**src/rtl/note_lane_engine.sv**
```systemverilog
// note_lane_engine
//   Rhythm-game note lanes. Each lane owns SLOTS note slots (valid + y).
//   Notes spawn at y = 0, fall by SPEED on every tick and expire at
//   SCREEN_H. A rising edge on a lane button hits the lowest-index note
//   overlapping the hit line. A press that finds no such note counts as a
//   miss, and so does an expiry. Score and combo are accumulated from these
//   events.
//
//   Optional feature: define NOTE_LANE_COMBO_MULT_EN to scale each hit by a
//   combo multiplier, min(1 + combo/8, 4). Without it, every hit scores
//   POINTS.
//
// Ports
//   clk, reset_n      system clock, asynchronous active-low reset
//   tick              one-cycle frame strobe; advances all notes
//   spawn_valid/ready spawn handshake. A spawn happens on a cycle where both
//                     are high. ready is combinational: the selected lane
//                     has a free slot.
//   spawn_lane        lane targeted by the spawn request
//   btn               per-lane buttons, already synchronous to clk
//   pix_y             current scan line
//   pix_in_note       per lane: pix_y lies inside an active note (combinational)
//   hit, miss         one-cycle event pulses, registered
//   score, combo      accumulated score (wraps) and consecutive-hit count
module note_lane_engine #(
  parameter int LANES    = 4,
  parameter int SLOTS    = 8,
  parameter int Y_W      = 10,
  parameter int SCREEN_H = 480,
  parameter int NOTE_H   = 50,
  parameter int HIT_Y    = 350,
  parameter int HIT_H    = 20,
  parameter int SPEED    = 1,
  parameter int POINTS   = 10,
  localparam int LW      = (LANES > 1) ? $clog2(LANES) : 1
) (
  input  logic             clk,
  input  logic             reset_n,
  input  logic             tick,
  input  logic             spawn_valid,
  input  logic [LW-1:0]    spawn_lane,
  output logic             spawn_ready,
  input  logic [LANES-1:0] btn,
  input  logic [Y_W-1:0]   pix_y,
  output logic [LANES-1:0] pix_in_note,
  output logic [LANES-1:0] hit,
  output logic [LANES-1:0] miss,
  output logic [31:0]      score,
  output logic [15:0]      combo
);

  logic [LANES-1:0][SLOTS-1:0]          valid_q, valid_d;
  logic [LANES-1:0][SLOTS-1:0][Y_W-1:0] y_q, y_d;
  logic [LANES-1:0] btn_q, press;
  logic [LANES-1:0] hit_q, hit_d, miss_q, miss_d;
  logic             arm_q;
  logic [31:0]      score_q, score_d;
  logic [15:0]      combo_q, combo_d;
  logic [31:0]      hit_cnt, hit_val, combo_sum, y_adv;
  logic             found, spawn_done;

  function automatic logic hittable(input logic [Y_W-1:0] y);
    logic [31:0] yw;
    yw = 32'(y);
    return (yw < 32'(HIT_Y + HIT_H)) && ((yw + 32'(NOTE_H)) > 32'(HIT_Y));
  endfunction

  always_comb begin
    spawn_ready = 1'b0;
    for (int l = 0; l < LANES; l++)
      if (LW'(l) == spawn_lane) spawn_ready = ~&valid_q[l];
  end

`ifdef NOTE_LANE_COMBO_MULT_EN
  logic [15:0] mult;
  always_comb begin
    mult = (combo_q >> 3) + 16'd1;
    if (mult > 16'd4) mult = 16'd4;
    hit_val = 32'(POINTS) * 32'(mult);
  end
`else
  assign hit_val = 32'(POINTS);
`endif

  // Order inside each lane: the press is evaluated on pre-tick positions.
  // The tick then only touches slots still valid after the hit. The spawn
  // goes last, into a slot that was free at the start of the cycle, so it
  // is never advanced in its own cycle.
  always_comb begin
    valid_d    = valid_q;
    y_d        = y_q;
    hit_d      = '0;
    miss_d     = '0;
    hit_cnt    = '0;
    found      = 1'b0;
    spawn_done = 1'b0;
    y_adv      = '0;
    // arm_q masks the first cycle after reset, so that a button already
    // held through reset does not look like a fresh edge.
    press      = btn & ~btn_q & {LANES{arm_q}};
    for (int l = 0; l < LANES; l++) begin
      found = 1'b0;
      for (int s = 0; s < SLOTS; s++) begin
        if (press[l] && !found && valid_q[l][s] && hittable(y_q[l][s])) begin
          found         = 1'b1;
          valid_d[l][s] = 1'b0;
        end
      end
      if (press[l]) begin
        hit_d[l]  = found;
        miss_d[l] = ~found;
      end
      if (found) hit_cnt = hit_cnt + 32'd1;
      if (tick) begin
        for (int s = 0; s < SLOTS; s++) begin
          if (valid_d[l][s]) begin
            y_adv = 32'(y_q[l][s]) + 32'(SPEED);
            if (y_adv >= 32'(SCREEN_H)) begin
              valid_d[l][s] = 1'b0;
              miss_d[l]     = 1'b1;
            end else begin
              y_d[l][s] = y_adv[Y_W-1:0];
            end
          end
        end
      end
      if (spawn_valid && spawn_ready && (LW'(l) == spawn_lane)) begin
        for (int s = 0; s < SLOTS; s++) begin
          if (!spawn_done && !valid_q[l][s]) begin
            spawn_done    = 1'b1;
            valid_d[l][s] = 1'b1;
            y_d[l][s]     = '0;
          end
        end
      end
    end
    score_d   = score_q + hit_cnt * hit_val;
    combo_sum = 32'(combo_q) + hit_cnt;
    combo_d   = (combo_sum > 32'h0000_FFFF) ? 16'hFFFF : combo_sum[15:0];
    // A miss anywhere in the cycle wins over that cycle's increments.
    if (|miss_d) combo_d = '0;
  end

  always_ff @(posedge clk or negedge reset_n) begin
    if (!reset_n) begin
      valid_q <= '0;
      y_q     <= '0;
      btn_q   <= '0;
      arm_q   <= 1'b0;
      hit_q   <= '0;
      miss_q  <= '0;
      score_q <= '0;
      combo_q <= '0;
    end else begin
      valid_q <= valid_d;
      y_q     <= y_d;
      btn_q   <= btn;
      arm_q   <= 1'b1;
      hit_q   <= hit_d;
      miss_q  <= miss_d;
      score_q <= score_d;
      combo_q <= combo_d;
    end
  end

  always_comb begin
    pix_in_note = '0;
    for (int l = 0; l < LANES; l++)
      for (int s = 0; s < SLOTS; s++)
        if (valid_q[l][s] && (32'(pix_y) >= 32'(y_q[l][s])) &&
            (32'(pix_y) < (32'(y_q[l][s]) + 32'(NOTE_H))))
          pix_in_note[l] = 1'b1;
  end

  assign hit   = hit_q;
  assign miss  = miss_q;
  assign score = score_q;
  assign combo = combo_q;

endmodule

```
**config.mk**
```make
export PLATFORM = sky130hd
export DESIGN_NAME = note_lane_engine
export DESIGN_NICKNAME = d
export VERILOG_FILES = /design/src/rtl/note_lane_engine.sv
export SDC_FILE = /design/constraint.sdc
export NUM_CORES = 2
export LEC_CHECK = 0
export CAP_MARGIN = 20
export CORE_ASPECT_RATIO = 1.4
export CORE_MARGIN = 2
export CORE_UTILIZATION = 65
export DETAILED_ROUTE_END_ITERATION = 10
export DONT_BUFFER_PORTS = 1
export PLACE_DENSITY = 0.81
export SYNTH_ARGS = -nofsm -noshare
export SYNTH_HDL_FRONTEND = slang
export SYNTH_SLANG_ARGS = --single-unit
```
**constraint.sdc**
```tcl
create_clock -name clk -period 10.3 [get_ports clk]
set_input_delay 0 -clock clk [delete_from_list [all_inputs] [get_ports clk]]
set_output_delay 0 -clock clk [all_outputs]
set_load 0.02 [all_outputs]
```
==> run metrics <==
status=finished with violations; failing checks=negative hold slack; sequential-to-total area share from yosys stat=24.1%; area grow syn2layout=5.52%; global-route usage over all layers=roughly a third; DIE AREA=68000 um^2; max_cap viols=0; buffer count from post-CTS setup fixing=0; Synth Flop Type=dfrtp_1; num rows=approximately 110; share of the synthesized area in the top cell type=24.1%; flops & latches, synth=412; Synth Warn #=0; CP dominant cell by count=ha_1; Max Slew Vio Count=0; period utilization=68.9%; CP max stage delay=0.76 ns; placed cells=5812; largest net degree at the start of global routing=roughly 410; Finished Layout Cells=around 5900; Post-synth EDFFs=0; share of cells above drive strength 1=a little under 4%; crit path capture type=flip-flop; final setup fails=0; CP arrival=7.59 ns; I/O pin count=81; startpoint class of the critical path=flip-flop; Switching Share=between 30% and 40%; CTS Buffer Depth=3; 1st-iter DRT viols=approximately 2700; Post-Synthesis Mean Instance Area=8.33 um^2; vias in the first global route=~37000; Root Driver=clkbuf_16; PwrDens=145 nW/um^2; DRT Wirelength=111 mm; Die X=between 200 and 250 um; synth top area cells=dfrtp_1 24%, ha_1 21%, xnor2_1 8.7%, a21oi_1 4.1%, nor2_1 4.0%; Tightest Pin Transition=1.16 ns; TNS Setup=0 ns; Worst-path clk slew=0.06 ns; first-pass GRT wire length=about 180 mm; Clock power frac=28.8%; CP Class=reg2reg; DP Wirelength=74.5 mm; Worst Hold Class=in2async; Die H=308 um; Cell variety after synth=110; antenna violations before repair=2; crit path max fanout=9; static leakage=19.5 nW; Routed Antenna Nets=0; final net count=around 5800; via count=37925; Core Util, Final=between 60% and 70%; Syn Inst Count=5145; WL met1=45.1 mm; CTS tree=yes; Mapped Area=42800 um^2; grt ovf=0; Top Metal Used=met5; Tot Pwr=0.00657 W; Inserted Diodes=0; drt pass-1 iters=8; Peak VDD IR=0.166 mV; Fin. Hold Viols=6; sw power=between 0.002 and 0.003 W; Internal=0.00403 W; most frequent cell after synthesis=ha_1; H-tree levels=2; reg2reg setup slack=3.20 ns; Placer Congestion=roughly 0.9; CTS Sinks=between 400 and 500; CTS buffer count=46; RSZ-0062 raised after global routing=false; Comb power frac=35.4%; area of the core region=around 65000 um^2; met2 WL=54.9 mm; register share of total power=35.7%; worst skew pair latency=0.62 ns; ys async rst share=100%; Post-synth top cells=717 x ha_1, 454 x nor2_1, 427 x xnor2_1; crit path time final=7.10 ns; slew margin rel.=a little over a fifth; CP Data Required Time=10.79 ns; Via density=6.41; WHS=-0.0315 ns; Slowest-stage cell, CP=a2111oi_0; Starting Density=65.5%; Avg WL per Cell=18.7 um; post-detailed-route DRC marker count=0; wire length on met3=a little over 6 mm; port buffer count=0; area leader, netlist=dfrtp_1; Layout Skew=~0.034 ns; Max Clk Rate=141 MHz; filler cell count=around 5300
==> cell families after synthesis <==
family	after synthesis	synth area share, %
fa+ha+maj	729	21.3
other cells	2	0.0175
mux	46	1.08
simple gates	1734	20.5
xor+xnor	461	9.42
compound gates	1183	18.2
flops	412	24.1
buf+inv	578	5.38
==> state kept, by name, indices dropped and copies added, names as in the netlist <==
register and count:
hit 4, valid_q 32, y_q 320, combo 16
miss 4, score 31, arm_q 1, btn_q 4
==> metal layers <==
metal	vias to the layer above	global-route usage, %
met4	4	14.3
met2	1103	57.4
met1	18178	38.0
met3	313	4.85
li1	18327	-
met5	-	0
==> critical path: cells and delay by family, from the launching register on <==
family          cells  cell delay [ns]
simple gates        7             1.69
compound gates      5             1.36
fa+ha+maj           7             2.23
mux                 1             0.32
buf+inv             4             0.45
xor+xnor            2             0.41
flops               1             0.50
==> power by group through the flow <==
stage | clock network [W] | logic (W) | registers (W)
floorplan | 0 | 0.00196 | 0.00213
global placement | 0 | 0.00214 | 0.00235
detailed placement | 0 | 0.00225 | 0.00236
CTS | 0.00192 | 0.00232 | 0.00233
global route | 0.00198 | 0.00268 | 0.00239
finish | 0.00189 | 0.00233 | 0.00235
==> final cells by class <==
type | instances | area (um^2) | area share (%)
Clock inverter | 26 | 403 | 0.891
Timing Repair Buffer | 51 | 493 | 1.09
Clock buffer | 58 | 1300 | 2.87
Tap cell | 847 | 1060 | 2.34
Multi-Input combinational cell | 4158 | 30300 | 66.9
Inverter | 369 | 1390 | 3.06
Sequential cell | 412 | 10300 | 22.8
==> metrics by stage <==
step / area, um^2 / setup WS [ns]
floorplan: 42900 / 4.05
global placement: 43200 / 3.27
detailed placement: 43200 / 3.11
CTS: 45100 / 3.09
global route: 45200 / 2.90
finish: 45200 / 3.20
==> cell usage in the layout, fill, tap and decap left out, drive strengths merged, types with 48 or more instances in the layout <==
| cell | count |
|---|---|
| and3 | 50 |
| o21ai | 247 |
| nand2b | 88 |
| nor4 | 56 |
| nand4 | 100 |
| nor3 | 175 |
| inv | 364 |
| dfrtp | 412 |
| o211ai | 53 |
| or3 | 85 |
| o21bai | 48 |
| nor2b | 60 |
| a21oi | 354 |
| xnor2 | 427 |
| nand3 | 167 |
| nand2 | 333 |
| ha | 717 |
| clkbuf | 59 |
| nor2 | 458 |
| a21o | 95 |
==> worst paths after layout <==
kind                                  start     endpoint  depth (start not counted)
min in group clk                     btn[1]     btn_q[1]                          1
worst min register to register  valid_q[28]  valid_q[28]                          1
worst max-delay path                y_q[31]    score[31]                         26
worst max register to register      y_q[31]    score[31]                         26
worst min-delay path                reset_n      y_q[82]                          2
max in group asynchronous           reset_n     y_q[192]                          3
==> what timing repair did <==
| action | CTS | global route |
|---|---|---|
| hold endpoints to repair | 548 | 0 |
| hold buffers | 18 | 0 |
| setup endpoints to repair | 0 | 0 |
| resized for setup | 0 | 0 |
Power figures use the tool's default switching activity.
